==> config.mk <==
export PLATFORM = sky130hd
export DESIGN_NAME = gol_board_ctrl
export DESIGN_NICKNAME = d
export VERILOG_FILES = /design/src/rtl/gol_board_ctrl.sv
export SDC_FILE = /design/constraint.sdc
export NUM_CORES = 1
export LEC_CHECK = 0
export ABC_AREA = 1
export ABC_CLOCK_PERIOD_IN_PS = 2350
export CORE_MARGIN = 2
export CORE_UTILIZATION = 47
export DETAILED_ROUTE_END_ITERATION = 16
export PLACE_DENSITY = 0.9
export SLEW_MARGIN = 20
export SYNTH_ARGS = -nofsm -noshare
export SYNTH_HDL_FRONTEND = slang
export SYNTH_SLANG_ARGS = --single-unit
==> constraint.sdc <==
create_clock -name clk -period 2.35 [get_ports clk]
set_input_delay 0.705 -clock clk [delete_from_list [all_inputs] [get_ports clk]]
set_output_delay 0.705 -clock clk [all_outputs]
set_load 0.005 [all_outputs]
==> src/rtl/gol_board_ctrl.sv <==
// Game-of-life board controller: serial seed load, cell-array priming,
// bounded generation runs with pause and extinction detection.
module gol_board_ctrl #(
  parameter int WIDTH  = 8,
  parameter int HEIGHT = 8,
  parameter int GEN_W  = 16,
  localparam int N     = WIDTH * HEIGHT
) (
  input  logic             clk,
  input  logic             rst,
  input  logic             seed_valid,
  output logic             seed_ready,
  input  logic             seed_bit,
  input  logic             start,
  input  logic [GEN_W-1:0] num_gens,
  input  logic             pause,
  input  logic             reload,
  input  logic [N-1:0]     board_state,
  output logic [N-1:0]     init_state,
  output logic             cell_rst,
  output logic             step_en,
  output logic             busy,
  output logic             done,
  output logic [GEN_W-1:0] gen_count,
  output logic             extinct
);

  localparam int CW = (N > 1) ? $clog2(N) : 1;

  typedef enum logic [2:0] {
    LOAD, PRIME, READY, RUN, FIN
  } state_t;

  state_t           state;
  logic [CW-1:0]    bit_cnt;
  logic [GEN_W-1:0] num_q;
  logic [GEN_W-1:0] gen_next;
  logic             alive;

  assign alive    = |board_state;
  assign gen_next = gen_count + GEN_W'(1);

  assign seed_ready = (state == LOAD);
  assign busy       = (state == PRIME) || (state == RUN);
  assign done       = (state == FIN);
  assign step_en    = (state == RUN) && alive && !pause;

  always_ff @(posedge clk) begin
    if (!rst) begin
      state      <= LOAD;
      bit_cnt    <= '0;
      init_state <= '0;
      cell_rst   <= 1'b0;
      num_q      <= '0;
      gen_count  <= '0;
      extinct    <= 1'b0;
    end else begin
      unique case (state)
        LOAD: begin
          if (seed_valid) begin
            init_state[bit_cnt] <= seed_bit;
            if (bit_cnt == CW'(N - 1)) begin
              bit_cnt  <= '0;
              cell_rst <= 1'b0;
              state    <= PRIME;
            end else begin
              bit_cnt <= bit_cnt + CW'(1);
            end
          end
        end
        PRIME: begin
          cell_rst <= 1'b1;
          state    <= READY;
        end
        READY: begin
          if (reload) begin
            bit_cnt <= '0;
            state   <= LOAD;
          end else if (start) begin
            num_q     <= num_gens;
            gen_count <= '0;
            extinct   <= 1'b0;
            state     <= (num_gens == '0) ? FIN : RUN;
          end
        end
        RUN: begin
          // extinction outranks pause so a dead board never stalls
          if (!alive) begin
            extinct <= 1'b1;
            state   <= FIN;
          end else if (!pause) begin
            gen_count <= gen_next;
            if (gen_next == num_q) state <= FIN;
          end
        end
        FIN: state <= READY;
        default: state <= LOAD;
      endcase
    end
  end

endmodule

==> flow_metrics.tcl <==
set metrics [dict create \
    fmaxAchievable_ghz 0.428 \
    critical_path_capture_point_type "output pin" \
    maximum_number_of_pins_on_one_net_before_global_route_repair 65 \
    filler_cell_count 928 \
    design.final.nets 1003 \
    maxCapViolCount 0 \
    setup_viol 0 \
    place.port_buffers 172 \
    cts_tree "yes" \
    num_io_pins 173 \
    timing.setup.critical_path_class "input pin to output pin" \
    drt-vias-per-instance 5.46 \
    drive_gt1_frac 0.163 \
    async_flop_share 0 \
    power.static_leakage_nw 2.87 \
    worst_max_slew_margin_expressed_relative_to_the_limit 0.310 \
    status "finished clean" \
    cts.clk_slew.worst_paths_ps 80 \
    synth_nets 828 \
    required_ps 1640 \
    clock_tree.buffer_depth 2 \
    worstPathBufferInverterCount 2 \
    synth_sequential_area_ratio 0.402 \
    layout_min_cycle_time_ps 2340 \
    antenna_cells 0 \
    number_of_antenna_violations_at_the_first_check_in_global_routing 0 \
    cts_inserted_buffers 9 \
    layout_commonest_cell "nand2_1" \
    width_of_the_chip_um 111 \
    worstSkewPairLatency_ps 360 \
    wire_length_of_the_first_global_routing_pass_um 25500 \
    p_comb_frac 0.190 \
    crit_family "simple AND/OR/NAND/NOR gates" \
    highest_count_cells_in_the_layout_ignoring_fill_and_taps "nand2_1, clkdlybuf4s50_1, dfxtp_1" \
    global_route.usage.total 0.248 \
    placedCellCount 1039 \
    yosys.cell_types.count 32 \
    p_sw_frac 0.311 \
    postSynthCellCount 739 \
    pwr_density_cell_mw_per_mm2 591 \
    switching_power_w 0.00136 \
    rsz0062_at_grt "true" \
    worst_slack_at_placement_ps -599 \
    irDropWorstVdd_v 0.000477 \
    ant_nets 0 \
    post-route-period-util 0.994 \
    start_kind "input pin" \
    overflow 0 \
    detail_route.drc_violations 0 \
    cpMaxStageDelayCell "nor3_2" \
    start_util 0.488 \
    core.rowCount 38 \
    numClockSinks 107 \
    report.final.hold_viol_count 0 \
    arrival_ps 1630 \
    final-max-slew-violation-count 0 \
    synth-edff-count 0 \
    die_height_um 111 \
    synth_top_flop_cell "dfxtp_1" \
    dp.final_hpwl_um 11000 \
    drt_first_iter_violations 406 \
    detail_route.first_pass.iterations 5 \
    hold_class "register to register" \
    share_seq_of_total_power 0.453 \
    cts_hold_buffers 0 \
    gp_congestion 0.847 \
    area.growth.synth_to_final_pct 38.5 \
    clock_power_share 0.357 \
    design_area_mm2 0.00739 \
    fin_ws_ps 13.5 \
    design.core.area_mm2 0.0109 \
    delay_of_the_slowest_critical_path_stage_ps 200 \
    fin_cells 1059 \
    skew_ps 10.0 \
    worst_slew_pin_slew_ps 1040 \
    synth_seq_cells 107 \
    route.final.wire_length_um 15700 \
    ys_warn_count 0 \
    clock-root-buffer "clkbuf_16" \
    internal_cell_power_w 0.00301 \
    placedInstanceArea_mm2 0.00725 \
    synth_area_mm2 0.00533 \
    crit_chain "clkdlybuf4s15_1 -> nor2_1 -> nand4_1 -> nor3_2 -> nand2_1 -> nand2_1 -> nor2_1 -> buf_2" \
    htree_levels 3 \
    die_area_mm2 0.0122 \
    vias_in_the_first_global_route 5357 \
    dr_total_vias 5777 \
    routedWlPerCell_um 14.8 \
    regToRegSetupSlack_ps 240 \
    synth.avg_cell_area_um2 7.22 \
    crit_fanout 2 \
]
[worst paths after layout]
check,from,endpoint,cells after the start
max,board_state[42],step_en,8
min,cell_rst,cell_rst,2
max reg2reg,gen_count[0],state[0],13
min reg2reg,cell_rst,cell_rst,2
[area by class of cell]
type	count	area (um^2)	area share
Multi-Input combinational cell	507	2710	0.367
Sequential cell	107	2140	0.290
Timing Repair Buffer	204	1730	0.234
Inverter	85	319	0.0432
Clock buffer	9	225	0.0305
Tap cell	140	175	0.0237
Clock inverter	7	86.3	0.0117
[metrics by stage]
step                power (W)  hold WS, ps  setup TNS, ps  utilization
global route          0.00455          500          -41.9        0.676
CTS                   0.00438          472          -22.8        0.684
detailed placement    0.00287          458          -3990        0.663
global placement      0.00286          451          -3550        0.663
finish                0.00437          468              0        0.676
floorplan             0.00246          444              0            -
[synthesized netlist by cell type (2+ instances only)]
| library cell | n | area share |
|---|---|---|
| nor2_4 | 3 | 0.0063 |
| o21ai_0 | 33 | 0.031 |
| nand2_1 | 115 | 0.081 |
| nand3_1 | 36 | 0.034 |
| nand3b_1 | 3 | 0.0042 |
| buf_4 | 8 | 0.011 |
| ha_1 | 2 | 0.0047 |
| inv_2 | 9 | 0.0063 |
| a21oi_1 | 105 | 0.099 |
| dfxtp_1 | 107 | 0.40 |
| nand4_1 | 14 | 0.016 |
| a311oi_1 | 61 | 0.10 |
| nor3b_1 | 2 | 0.0028 |
| nor3_2 | 5 | 0.0094 |
| nor3_1 | 10 | 0.0094 |
| buf_2 | 13 | 0.012 |
| clkbuf_1 | 18 | 0.013 |
| nor2_2 | 8 | 0.0094 |
| inv_1 | 76 | 0.053 |
| nand2_2 | 2 | 0.0023 |
| nor2_1 | 92 | 0.065 |
| a211oi_1 | 6 | 0.0084 |
| o21ai_2 | 2 | 0.0033 |
[state kept, by name, summed over array words and instances (netlist names)]
signal      flops
extinct         1
init_state     64
num_q          16
gen_count      16
state           3
cell_rst        1
bit_cnt         6
[power by group through the flow]
stage	logic [W]	registers, W	clock network [W]
5_1_grt	0.000925	0.00199	0.00164
6_report	0.000829	0.00198	0.00156
2_1_floorplan	0.000472	0.00199	0
3_3_place_gp	0.000844	0.00201	0
4_1_cts	0.000831	0.00197	0.00157
3_5_place_dp	0.000857	0.00201	0
[worst register-to-register path, stage by stage, from the launching register on]
cell,delay [ps]
dfxtp_1,400
ha_1,220
nand2_1,130
nor2_4,160
clkbuf_2,180
nand4_1,140
nand3b_1,120
nand3_1,80
nor2_1,150
nand3_1,130
nand2_1,120
o21ai_1,70
nand2_1,60
inv_1,40
[logic make-up after synthesis]
| logic type | synth area share |
|---|---|
| buffers and inverters | 0.0981 |
| flip-flops | 0.402 |
| adder cells (fa/ha/maj) | 0.00469 |
| AND/OR/NAND/NOR | 0.247 |
| AO/OA/AOI/OAI | 0.248 |
[layer usage]
layer / vias to the layer above / track usage / wire length [um]
met3: 27 / 0.0779 / 1290
met4: 0 / 0.0633 / 295
met1: 2633 / 0.308 / 6490
met5: - / 0 / 0
met2: 207 / 0.418 / 7580
li1: 2910 / - / -
[timing repair]
item                       CTS  global route
setup buffers                1             3
pin swaps                   60            50
setup endpoints to repair    1             3
gates resized for setup    127            81
Power figures use the tool's default switching activity.
==> patch (same flow settings) <==
`HEIGHT`: 8 -> 16.
--- a/src/rtl/gol_board_ctrl.sv
+++ b/src/rtl/gol_board_ctrl.sv
@@ -4,3 +4,3 @@
   parameter int WIDTH  = 8,
-  parameter int HEIGHT = 8,
+  parameter int HEIGHT = 16,
   parameter int GEN_W  = 16,
Interface: changed (resized board_state and init_state); port bits go from 173 to 301. The function was not compared with the original's and may differ.
==> patch against the unedited design <==
Sequential cell count increased by 65. Synthesized area increased by 49%. Routed wire length up 100%. Utilization up 6.0 points. Critical path depth up 1. Combinational power up 10%. Worst setup slack lost 0.38 ns. Highest routed layer unchanged. Non-clock buffer count grew 170. First-iteration DRC count grew to 2.7 times the old value. Via count grew 64%. Sequential share of layout area fell by 0.66 points. Final area increased by 65%. Total power grew 54%. The run now ends with negative setup slack left. Largest power group unchanged.
==> patch: results (changes against the unedited design) <==
Starting DRT DRC Count 1103 (+170%); Slew headroom 60.72% (+30 points); Nets 1482 (+48%); Flop pwr share 44.2% (-1.1 points); compound-cell area share of the yosys netlist 26.66% (+1.8 points); ant diodes 2 (+2); met1 GRT Util 39.97% (+9.2 points); met1 WL 12010 µm (+85%); Worst Skew 0.009168 ns (-0.0008518 ns); Setup Viol. Count Final 6 (+6); number of H-tree levels 4 (+1); failing checks negative setup slack; status finished with violations; register area 3446 µm² (+61%); Final HPWL DP 19610 µm (+78%); Initial DRT Pass Iterations 6 (+1); GR Layer Usage met3 9.751% (+2.0 points); largest registers init_state x128, gen_count x16, num_q x16; Layout clock area frac 4.849% (+0.63 points); met2 usage in global routing 52.93% (+11 points); dominant cells by area after synthesis dfxtp_1 (43%), a311oi_1 (14%), a21oi_1 (10%); Buffers, non-clock 374 (+83%); Yosys reg bits 172 (+61%); Worst Slack Setup Final -0.3673 ns (-0.3809 ns); fraction of area in multi-input gates 32.20% (-4.4 points); final hold slack 0.4887 ns (+0.02061 ns); die width 133.9 µm (+21%); #MultiIn Comb 687 (+36%); share of cells above drive strength 1 16.99% (+0.67 points); reg2reg setup slack 0.03 ns (-0.21 ns); initial antenna violation count 1 (+1); pin count of the biggest net entering global routing 54 (-17%); met2 routed WL 14820 µm (+96%); clk_lat worst skew 0.44 ns (+0.08 ns); Netlist cell types 34 (+6.3%); number of global-route vias before repair 8940 (+67%); DR vias/cell 6.045 (+11%); via count 9454 (+64%); invs w/o clock 77 (-9.4%); Synth Net Count 1170 (+41%); Fillers 1095 (+18%); Mapped Cells 1017 (+38%); Placer Congestion 0.9303 (+9.9%); Switching Share 28.98% (-2.1 points); clock-net power 2.84 mW (+82%); Crit-path slowest cell clkdlybuf4s15_1; CLK BUF 19 (+10); Setup TNS -0.8011 ns (-0.8011 ns); Synth top cells by count dfxtp_1 (172), a21oi_1 (166), nor2_1 (135)
-- patch: what timing repair did --
action                     CTS  global route
buffers inserted            23             2
setup endpoints to repair    7            23
pin swaps                   68            93
gates resized for setup     92           217
-- patch: logic make-up (layout without fill, tap and decap cells) --
| logic type | Yosys count | count (layout) |
|---|---|---|
| other | 0 | 2 |
| AO/OA/AOI/OAI | 324 | 324 |
| flip-flops | 172 | 172 |
| buffers and inverters | 158 | 483 |
| adder cells (fa/ha/maj) | 2 | 2 |
| AND/OR/NAND/NOR | 356 | 356 |
| XOR/XNOR | 5 | 5 |
-- patch: final timing paths --
check                                               start                     to  depth (start not counted)
worst max register to register  gen_count[0]$_SDFFE_PN0P_  state[1]$_SDFFE_PN0P_                         14
worst min-delay path                num_q[9]$_SDFFE_PN0P_  num_q[9]$_SDFFE_PN0P_                          2
worst min register to register      num_q[9]$_SDFFE_PN0P_  num_q[9]$_SDFFE_PN0P_                          2
worst max-delay path                      board_state[33]                step_en                          9
